## src/rtl/memory_buffer_pkg.sv

```systemverilog
// Shared types and derived-width helpers for the ping-pong operand buffer.
// Optional feature macro: MEMBUF_PARALLEL_BROADCAST_EN (see memory_buffer_pingpong).
package memory_buffer_pkg;

  typedef enum logic {
    EMPTY   = 1'b0,
    FILLING = 1'b1
  } bank_state_e;

  function automatic int len_w(input int depth);
    return $clog2(depth + 1);
  endfunction

  function automatic int fill_w(input int depth, input int n);
    return $clog2(depth * n + 1);
  endfunction

  function automatic int id_w(input int num_proc);
    return (num_proc > 1) ? $clog2(num_proc) : 1;
  endfunction

endpackage

```

## src/rtl/membuf_bank.sv

```systemverilog
// One operand bank: DEPTH*N element storage, fill counter, latched instruction
// fields and an EMPTY/FILLING state machine.
module membuf_bank
  import memory_buffer_pkg::*;
#(
  parameter int DATA_WIDTH    = 8,
  parameter int N             = 4,
  parameter int DEPTH         = 16,
  parameter int PAR           = 4,
  parameter int ADDR_WIDTH    = 32,
  parameter int REPEATS_WIDTH = 8,
  localparam int LEN_W        = len_w(DEPTH),
  localparam int FILL_W       = fill_w(DEPTH, N)
) (
  input  logic                     clk,
  input  logic                     reset,
  input  logic                     i_accept,
  input  logic [ADDR_WIDTH-1:0]    i_addr,
  input  logic [LEN_W-1:0]         i_len,
  input  logic [REPEATS_WIDTH-1:0] i_repeats,
  input  logic                     i_wr,
  input  logic [DATA_WIDTH-1:0]    i_wr_data [PAR],
  input  logic                     i_release,
  input  logic [LEN_W-1:0]         i_rd_vec,
  output logic [DATA_WIDTH-1:0]    o_rd_data [N],
  output logic                     o_state,
  output logic [FILL_W-1:0]        o_fill_count,
  output logic                     o_mem_ready,
  output logic [LEN_W-1:0]         o_len,
  output logic [REPEATS_WIDTH-1:0] o_repeats,
  output logic [ADDR_WIDTH-1:0]    o_mem_address
);

  localparam int MEM_WORDS = DEPTH * N;
  localparam int MEM_AW    = (MEM_WORDS > 1) ? $clog2(MEM_WORDS) : 1;

  bank_state_e              r_state;
  logic [FILL_W-1:0]        r_fill_count;
  logic [ADDR_WIDTH-1:0]    r_addr;
  logic [LEN_W-1:0]         r_len;
  logic [REPEATS_WIDTH-1:0] r_repeats;
  logic [DATA_WIDTH-1:0]    r_mem [MEM_WORDS];

  logic [FILL_W-1:0] w_fill_target;
  logic [MEM_AW-1:0] w_wr_base;
  logic [MEM_AW-1:0] w_rd_base;

  assign w_fill_target = FILL_W'(r_len) * FILL_W'(N);
  assign w_wr_base     = r_fill_count[MEM_AW-1:0];
  assign w_rd_base     = MEM_AW'(i_rd_vec) * MEM_AW'(N);

  // Accept always wins: the top never releases and re-arms the same bank in one cycle.
  always_ff @(posedge clk) begin
    if (reset) begin
      r_state      <= EMPTY;
      r_fill_count <= '0;
      r_addr       <= '0;
      r_len        <= '0;
      r_repeats    <= '0;
    end else if (i_accept) begin
      r_state      <= FILLING;
      r_fill_count <= '0;
      r_addr       <= i_addr;
      r_len        <= i_len;
      r_repeats    <= i_repeats;
    end else begin
      if (i_wr) r_fill_count <= r_fill_count + FILL_W'(PAR);
      if (i_release) r_state <= EMPTY;
    end
  end

  // Payload storage carries no reset; contents are only read once written.
  always_ff @(posedge clk) begin
    if (i_wr) begin
      for (int k = 0; k < PAR; k++) r_mem[w_wr_base + MEM_AW'(k)] <= i_wr_data[k];
    end
  end

  always_comb begin
    for (int k = 0; k < N; k++) o_rd_data[k] = r_mem[w_rd_base + MEM_AW'(k)];
  end

  assign o_state       = r_state;
  assign o_fill_count  = r_fill_count;
  assign o_mem_ready   = (r_state == FILLING) && (r_fill_count < w_fill_target);
  assign o_len         = r_len;
  assign o_repeats     = r_repeats;
  assign o_mem_address = r_addr + ADDR_WIDTH'(r_fill_count);

endmodule

```

## src/rtl/memory_buffer_pingpong.sv

```systemverilog
// Ping-pong operand buffer: RAM fetch into one bank overlaps broadcast/repeat of the other.
// MEMBUF_PARALLEL_BROADCAST_EN: present each vector to all processors at once instead of round-robin.
module memory_buffer_pingpong
  import memory_buffer_pkg::*;
#(
  parameter int DATA_WIDTH    = 8,
  parameter int N             = 4,
  parameter int DEPTH         = 16,
  parameter int NUM_PROC      = 4,
  parameter int PAR           = 4,
  parameter int ADDR_WIDTH    = 32,
  parameter int REPEATS_WIDTH = 8,
  localparam int LEN_W        = len_w(DEPTH),
  localparam int FILL_W       = fill_w(DEPTH, N),
  localparam int ID_W         = id_w(NUM_PROC)
) (
  input  logic                     clk,
  input  logic                     reset,
  input  logic                     instruction_valid,
  output logic                     instruction_ready,
  input  logic [ADDR_WIDTH-1:0]    address_input,
  input  logic [LEN_W-1:0]         length_input,
  input  logic [REPEATS_WIDTH-1:0] repeats_input,
  output logic [ADDR_WIDTH-1:0]    memory_address,
  input  logic [DATA_WIDTH-1:0]    memory_data [PAR],
  input  logic                     memory_read_valid,
  output logic                     memory_read_ready,
  output logic                     processor_input_valid,
  input  logic [NUM_PROC-1:0]      processor_input_ready,
  output logic [ID_W-1:0]          processor_input_id,
  output logic [DATA_WIDTH-1:0]    processor_input_data [N],
  output logic                     last
);

  // Every interface transfers on a cycle where valid && ready; the producer holds payload until then.

  if (N % PAR != 0) begin : g_par_check
    $error("memory_buffer_pingpong: N must be a multiple of PAR");
  end

  localparam int VN_W = FILL_W + 1;

  logic                     r_fill_sel;
  logic                     r_drain_sel;
  logic [LEN_W-1:0]         r_vec;
  logic [ID_W-1:0]          r_id;
  logic [REPEATS_WIDTH-1:0] r_rep_done;

  logic [1:0]               w_filling;
  logic [1:0]               w_mem_ready;
  logic [1:0]               w_accept;
  logic [1:0]               w_wr;
  logic [1:0]               w_release;
  logic [FILL_W-1:0]        w_fill_count [2];
  logic [LEN_W-1:0]         w_len [2];
  logic [REPEATS_WIDTH-1:0] w_repeats [2];
  logic [ADDR_WIDTH-1:0]    w_mem_address [2];
  logic [DATA_WIDTH-1:0]    w_rd_data0 [N];
  logic [DATA_WIDTH-1:0]    w_rd_data1 [N];

  logic            w_ram_sel;
  logic            w_take;
  logic            w_use;
  logic            w_drain_filling;
  logic [VN_W-1:0] w_vec_need;
  logic            w_fire;
  logic            w_vec_done;
  logic            w_last;
  logic            w_final_rep;

  membuf_bank #(
    .DATA_WIDTH(DATA_WIDTH), .N(N), .DEPTH(DEPTH), .PAR(PAR),
    .ADDR_WIDTH(ADDR_WIDTH), .REPEATS_WIDTH(REPEATS_WIDTH)
  ) u_bank0 (
    .clk(clk), .reset(reset),
    .i_accept(w_accept[0]), .i_addr(address_input), .i_len(length_input),
    .i_repeats(repeats_input), .i_wr(w_wr[0]), .i_wr_data(memory_data),
    .i_release(w_release[0]), .i_rd_vec(r_vec), .o_rd_data(w_rd_data0),
    .o_state(w_filling[0]), .o_fill_count(w_fill_count[0]), .o_mem_ready(w_mem_ready[0]),
    .o_len(w_len[0]), .o_repeats(w_repeats[0]), .o_mem_address(w_mem_address[0])
  );

  membuf_bank #(
    .DATA_WIDTH(DATA_WIDTH), .N(N), .DEPTH(DEPTH), .PAR(PAR),
    .ADDR_WIDTH(ADDR_WIDTH), .REPEATS_WIDTH(REPEATS_WIDTH)
  ) u_bank1 (
    .clk(clk), .reset(reset),
    .i_accept(w_accept[1]), .i_addr(address_input), .i_len(length_input),
    .i_repeats(repeats_input), .i_wr(w_wr[1]), .i_wr_data(memory_data),
    .i_release(w_release[1]), .i_rd_vec(r_vec), .o_rd_data(w_rd_data1),
    .o_state(w_filling[1]), .o_fill_count(w_fill_count[1]), .o_mem_ready(w_mem_ready[1]),
    .o_len(w_len[1]), .o_repeats(w_repeats[1]), .o_mem_address(w_mem_address[1])
  );

  // Instruction side: only the fill bank's registered state gates acceptance.
  assign instruction_ready = !w_filling[r_fill_sel];
  assign w_take            = instruction_valid && instruction_ready;
  assign w_use             = w_take && (length_input != '0) && (repeats_input != '0);
  assign w_accept[0]       = w_use && !r_fill_sel;
  assign w_accept[1]       = w_use && r_fill_sel;

  // RAM side: the older (draining) bank finishes its fetch before the newer one starts.
  assign w_ram_sel         = w_mem_ready[r_drain_sel] ? r_drain_sel : !r_drain_sel;
  assign memory_read_ready = w_mem_ready[w_ram_sel];
  assign memory_address    = w_mem_address[w_ram_sel];
  assign w_wr[0]           = memory_read_valid && memory_read_ready && !w_ram_sel;
  assign w_wr[1]           = memory_read_valid && memory_read_ready && w_ram_sel;

  // Cut-through: a vector is offered as soon as all of its elements have landed.
  assign w_drain_filling       = w_filling[r_drain_sel];
  assign w_vec_need            = VN_W'(r_vec) * VN_W'(N) + VN_W'(N);
  assign processor_input_valid = w_drain_filling &&
                                 ({1'b0, w_fill_count[r_drain_sel]} >= w_vec_need);
  assign processor_input_id    = r_id;
  assign w_last      = w_drain_filling && (r_vec == w_len[r_drain_sel] - LEN_W'(1));
  assign w_final_rep = (r_rep_done == w_repeats[r_drain_sel] - REPEATS_WIDTH'(1));

`ifdef MEMBUF_PARALLEL_BROADCAST_EN
  assign w_fire     = processor_input_valid && (&processor_input_ready);
  assign w_vec_done = w_fire;
`else
  assign w_fire     = processor_input_valid && processor_input_ready[r_id];
  assign w_vec_done = w_fire && (r_id == ID_W'(NUM_PROC - 1));
`endif

  assign last         = w_last;
  assign w_release[0] = w_vec_done && w_last && w_final_rep && !r_drain_sel;
  assign w_release[1] = w_vec_done && w_last && w_final_rep && r_drain_sel;

  always_comb begin
    for (int k = 0; k < N; k++) begin
      processor_input_data[k] = r_drain_sel ? w_rd_data1[k] : w_rd_data0[k];
    end
  end

  always_ff @(posedge clk) begin
    if (reset) begin
      r_fill_sel  <= 1'b0;
      r_drain_sel <= 1'b0;
      r_vec       <= '0;
      r_id        <= '0;
      r_rep_done  <= '0;
    end else begin
      if (w_use) r_fill_sel <= !r_fill_sel;
`ifdef MEMBUF_PARALLEL_BROADCAST_EN
      r_id <= '0;
`else
      if (w_fire) r_id <= (r_id == ID_W'(NUM_PROC - 1)) ? '0 : r_id + ID_W'(1);
`endif
      if (w_vec_done) begin
        if (w_last) begin
          r_vec <= '0;
          if (w_final_rep) begin
            r_rep_done  <= '0;
            r_drain_sel <= !r_drain_sel;
          end else begin
            r_rep_done <= r_rep_done + REPEATS_WIDTH'(1);
          end
        end else begin
          r_vec <= r_vec + LEN_W'(1);
        end
      end
    end
  end

endmodule

```

## config.mk

```make
export PLATFORM = sky130hd
export DESIGN_NAME = memory_buffer_pingpong
export DESIGN_NICKNAME = d
export VERILOG_FILES = /design/src/rtl/memory_buffer_pkg.sv /design/src/rtl/membuf_bank.sv /design/src/rtl/memory_buffer_pingpong.sv
export SDC_FILE = /design/constraint.sdc
export NUM_CORES = 1
export LEC_CHECK = 0
export ABC_CLOCK_PERIOD_IN_PS = 6400
export CORE_MARGIN = 2
export CORE_UTILIZATION = 23
export CTS_CLUSTER_SIZE = 14
export DETAILED_ROUTE_END_ITERATION = 8
export GPL_TIMING_DRIVEN = 0
export SLEW_MARGIN = 40
export SYNTH_ARGS = -nofsm -noshare
export SYNTH_HDL_FRONTEND = slang
export SYNTH_SLANG_ARGS = --single-unit
```

## constraint.sdc

```tcl
create_clock -name clk -period 6.4 [get_ports clk]
set_input_delay 1.92 -clock clk [delete_from_list [all_inputs] [get_ports clk]]
set_output_delay 1.92 -clock clk [all_outputs]
set_load 0.02 [all_outputs]
```

Word-level counts from Yosys, hierarchy flattened
Memory sizes are Yosys's and may differ from the RTL's. A register that Yosys moved wholly into a read port is not among the register bits.
Cells that the tools add are included.
Cells by class
  shift operators: 0
  add/sub/neg operators: 19
  eq/ne operators: 3
  reductions and logical operators: 30
  order comparisons: 9
  multipliers: 0
  bitwise gates (word level): 2
  divide/modulo/power cells: 0
  muxes and demuxes: 42
Operators by type and width (count)
  $mux W32: 3
  $add A32 B7 Y32: 2
  $mux W8: 8
  $add A6 B2 Y6 const B: 6
  $mux W6: 4
  $mux W7: 3
  $mux W5: 4
  $add A6 B1 Y6 const B: 3
  $logic_and A1 B1 Y1: 18
  $mux W1: 18
  $add A7 B3 Y7 const B: 2
  $lt A7 B7 Y1: 2
  $add A7 B3 Y8 const B: 1
  $add A8 B1 Y8 const B: 1
  $eq A8 B8 Y1: 1
  $ge A7 B8 Y1: 1
  $reduce_bool A8 Y1: 1
  $sub A8 B1 Y8 const B: 1
  $lt A1 B2 Y1 const B: 3
  $add A5 B1 Y5 const B: 1
  $eq A5 B5 Y1: 1
  $reduce_bool A5 Y1: 1
  $sub A5 B1 Y5 const B: 1
  $ge A2 B2 Y1 const B: 2
  other kinds (11): 17
Storage, ports and cells
  bits in writable memories: 1024
  flip-flop bits (word level): 123
  latch bits: 0
  bits in read-only memories: 0
  word-level logic and storage cells: 122
  memories kept: 2
  bits of input ports: 85
Memory list
  u_bank0.r_mem: words 64, width 8, rd ports 4, clocked after memory_dff 1, wr ports 4, RTL line membuf_bank.sv:42  | logic [DATA_WIDTH-1:0] r_mem [MEM_WORDS];
  u_bank1.r_mem: words 64, width 8, rd ports 4, clocked after memory_dff 1, wr ports 4, RTL line membuf_bank.sv:42

Logic depth before layout (Yosys ltp)
  word-level depth: 13
  mapped depth: 14
  gate-level depth less buffers: 10

By module
A second synthesis with hierarchy kept.
Unflattened totals
  cells, all modules: 2319
  area, all modules: 46553.4 sq um
Modules (own cells, without submodules)
  membuf_bank (u_bank1): cells an instance 1017, area an instance 22126.2 sq um, times used 1, sequential area each 16395.7 sq um
  membuf_bank (u_bank0): cells an instance 1015, area an instance 21869.7 sq um, times used 1, sequential area each 16395.7 sq um
  memory_buffer_pingpong: cells an instance 287, area an instance 2557.5 sq um, times used 1, sequential area each 340.3 sq um

Worst setup path before layout
OpenSTA, ideal clock, no wires.
  path type: input to register
  from: input memory_read_valid
  to: memory u_bank0.r_mem[4][0], enable pin
  stages on the path: 4
  setup time: 501 ps
  path slack: 277 ps
  data arrival time: 5621 ps
  cell sequence: inv_1 a211oi_4 nand2_1 nor4_1
RTL lines
  start, declared: RTL line memory_buffer_pingpong.sv:26  | input logic memory_read_valid,
  end, declared: RTL line membuf_bank.sv:42

==> results.md <==
- Status: finished clean
- Most frequent cells in the layout: edfxtp_1 (1024), mux4_2 (321), nand2_1 (241), buf_2 (142), dfxtp_1 (123)
- FP Rows: around 160
- Power share of the sequential group: between 50% and 60%
- Slew margin rel.: between 30 and 40%
- Peak supply drop: ~0.00023 V
- Max_cap viols: 0
- R2R Setup Slk: 2.24 ns
- ANT nets after route: 0
- Syn Nets: between 2000 and 3000
- Die Y: ~450 um
- Hold_sp: u_bank1.r_addr[1]
- Largest net degree at the start of global routing: 33
- Hold Crit Class: reg2reg
- Worst Path Required: between 4 and 5 ns
- Total CTS buffers: 113
- Vias in the first global route: between 20000 and 30000
- Highest clock rate: ~160 MHz
- Internal power: roughly 12 mW
- Clock power frac: between 40% and 50%
- Pwr Density: approximately 270 nW/um2
- DRT iter0 DRCs: 2699
- Finished Cell Area: 56200 um2
- Share of layout cells above drive strength 1: 27.3%
- Grt ovf: 0
- RR Startpoint: u_bank0.o_fill_count[4]
- Post-Place Setup Slack: approximately 0.26 ns
- RSZ-0062 raised after global routing: yes
- Initial antenna violation count: 16
- Worst Setup Start Kind: flop
- Root buf cell: clkbuf_16
- Async set-reset flop share out of synthesis: 0%
- Least-Margin Pin Slew: between 0.9 and 1 ns
- Worst Path Arrival: 4.30 ns
- Post-synth EDFFs: roughly 1000
- CP Capture Type: output pin
- Most common cell after layout, fill and taps aside: edfxtp_1
- Final hold vios: 0
- Gate power share: between 3 and 4%
- # DRC: 0
- Clk sinks: around 1100
- Post-DR vias/cell: 4.40
- GRT Util Overall: between 10% and 20%
- Syn Inst Count: between 2000 and 2500
- CTS tree: built
- Switching part of the total: 21.4%
- Syn Area/Cell: 18.8 um2
- Setup_tns: 0 ns
- Die area: ~200000 um2
- Final net count: ~3000
- Core ar.: approximately 200000 um2
- Final setup fails: 0
- Detailed Routing Iterations Pass 1: 5
- Slew Limit Fails: 0
- Routed len/inst: approximately 22 um
- Minimum clock period: approximately 6.2 ns
- Post-synthesis sequential area ratio: between 70 and 80%
- Period Utilization, post-route: a little over nine tenths
- Tot Pwr: between 15 and 20 mW
- Worst hold path cell count: 2
- Skew final: around 0.063 ns
- Hold buffers post-CTS: 0
- Mapped cell area: roughly 46000 um2
- First-pass GRT wire length: ~180000 um
- Worst-path clk slew: 0.06 ns
- Port bufs: roughly 150
- End of the worst hold path: u_bank1.r_addr[1]
- Post-layout util: roughly 28%
- Dpl hpwl: just over 90000 um
- CTS Buffer Depth: 3
- Final WL: ~130000 um
- Routability cong.: 0.799
- Leakage power: around 18 nW
- Starting Density: a little under a quarter
- Die Wd: around 450 um
- #FFs+latches synth: ~1100
- H-tree Lvls: 3
- Ys flop type: edfxtp_1
- NetSw: 3.24 mW
- Placement Cell Area: approximately 53000 um2
- Crit-path max FO: 10
- Distinct cells, synth: between 50 and 60
- Routed via count: around 25000
- Worst skew pair latency: slightly above 0.7 ns
- Worst Reg-to-Reg Cells: 9
- Final worst-path setup slack: around 0.18 ns
- Crit Path Category: reg2out
- Layout area overhead: 22.1%
- R2r endpoint: u_bank0.r_mem[8][5]
- Synthesis Warnings: 0
- Ports: ~160
==> synth_stat cells, drive strengths merged (2+ instances only) <==
library cell     n  area, um2
mux2i           75        751
dfxtp          123       2460
and3            13       81.3
ha              30        375
nand2b          14       87.6
nor3            36        185
xnor2           30        263
nor4             8       50.1
a22oi            4       30.0
o22ai            3       18.8
a32oi            3       26.3
mux4           321       7230
o31ai            5       42.5
a211o            3       26.3
clkbuf          82        308
nor3b            4       30.0
xor2            49        429
inv             32        120
o21ai           18       90.1
mux2             6       67.6
nor2b            6       37.5
buf             48        231
nand2          242        908
nand3b           2       15.0
nand4           14       93.8
nand3           45        225
o21bai           3       22.5
and2             6       37.5
a211oi           6       57.6
nand4b           2       17.5
a21oi           86        434
nor2            67        251
or3b             2       17.5
o221ai           2       17.5
and4             2       17.5
o21a             4       30.0
edfxtp        1024      30700
a21o             7       52.6
fa               2       40.0
or3              7       43.8
==> registers in the layout, indices dropped and copies added, names as in the netlist, named ones only <==
name / flops
u_bank0.o_len: 5
u_bank1.r_addr: 32
u_bank0.r_addr: 32
r_vec: 5
u_bank0.r_mem: 512
u_bank1.o_repeats: 8
r_rep_done: 8
u_bank0.o_repeats: 8
u_bank1.o_len: 5
u_bank0.o_fill_count: 5
r_fill_sel: 1
u_bank0.o_state: 1
u_bank1.r_mem: 512
u_bank1.o_fill_count: 5
processor_input_id: 2
u_bank1.o_state: 1
r_drain_sel: 1
==> how the worst max path moves through the flow <==
stage	endpoint	slack, ns	startpoint	cells after the start
detailed placement	last	0.26	r_drain_sel	12
floorplan	u_bank0.r_mem[4][0]	0.28	memory_read_valid	4
global placement	u_bank0.r_mem[4][5]	-4.71	memory_read_valid	5
global route	memory_address[26]	-0.03	u_bank1.o_fill_count[3]	11
finish	processor_input_data[17]	0.18	r_vec[0]	8
CTS	processor_input_data[11]	-0.11	r_vec[0]	8
==> kinds of logic (layout without fill, tap and decap cells) <==
family	after synthesis	count (layout)	share of synthesized area, %
other	0	5	0
adder cells (fa/ha/maj)	32	32	0.902
buffers and inverters	162	707	1.43
flip-flops	1147	1147	72.1
AND/OR/NAND/NOR	472	472	4.61
XOR/XNOR	79	79	1.50
multiplexers	402	402	17.5
AO/OA/AOI/OAI	150	150	1.97
==> per-stage QoR <==
stage	hold slack, ns	std cells
final	0.463	5650
after global routing	0.474	5648
after detailed placement	0.455	5437
after global placement	0.450	5253
after CTS	0.463	5644
after floorplan	0.433	2444
==> final cells by class <==
class	count	area, um2
antenna	5	12.5
buffer	129	606
clock buffer	142	2990
clock inverter	66	518
fill	19800	143000
inverter	32	120
multi-input combinational	1135	12400
sequential	1147	33200
tap	2656	3320
timing repair buffer	338	3020
==> what timing repair did <==
| item | 4_1_cts | 5_1_grt |
|---|---|---|
| setup buffers | 0 | 0 |
| gates cloned | 0 | 0 |
| gates resized for setup | 12 | 21 |
| setup endpoints to repair | 28 | 35 |
==> metal layers <==
layer | up-vias | GRT usage [%] | share of wire, %
li1 | 10700 | - | -
met1 | 13100 | 15.6 | 41
met2 | 867 | 20.1 | 49
met3 | 209 | 2.67 | 7.3
met4 | 12 | 3.68 | 2.9
met5 | - | 0 | 0.054
==> power groups by stage <==
stage | clock (mW) | combinational [mW] | sequential [mW]
after floorplan | 0 | 0.262 | 8.38
after global placement | 0 | 0.555 | 8.39
after detailed placement | 0 | 0.563 | 8.39
after CTS | 6.46 | 0.565 | 8.23
after global routing | 6.74 | 0.612 | 8.23
final | 6.34 | 0.565 | 8.23
==> critical path, stage by stage, from the launching register on <==
cell	delay, ns
dfxtp_1	0.33
clkbuf_2	0.27
buf_1	0.47
buf_2	0.51
mux4_2	0.56
mux4_2	0.51
nand2_1	0.10
nand2_1	0.24
clkdlybuf4s50_1	0.63
Power figures use the tool's default switching activity.
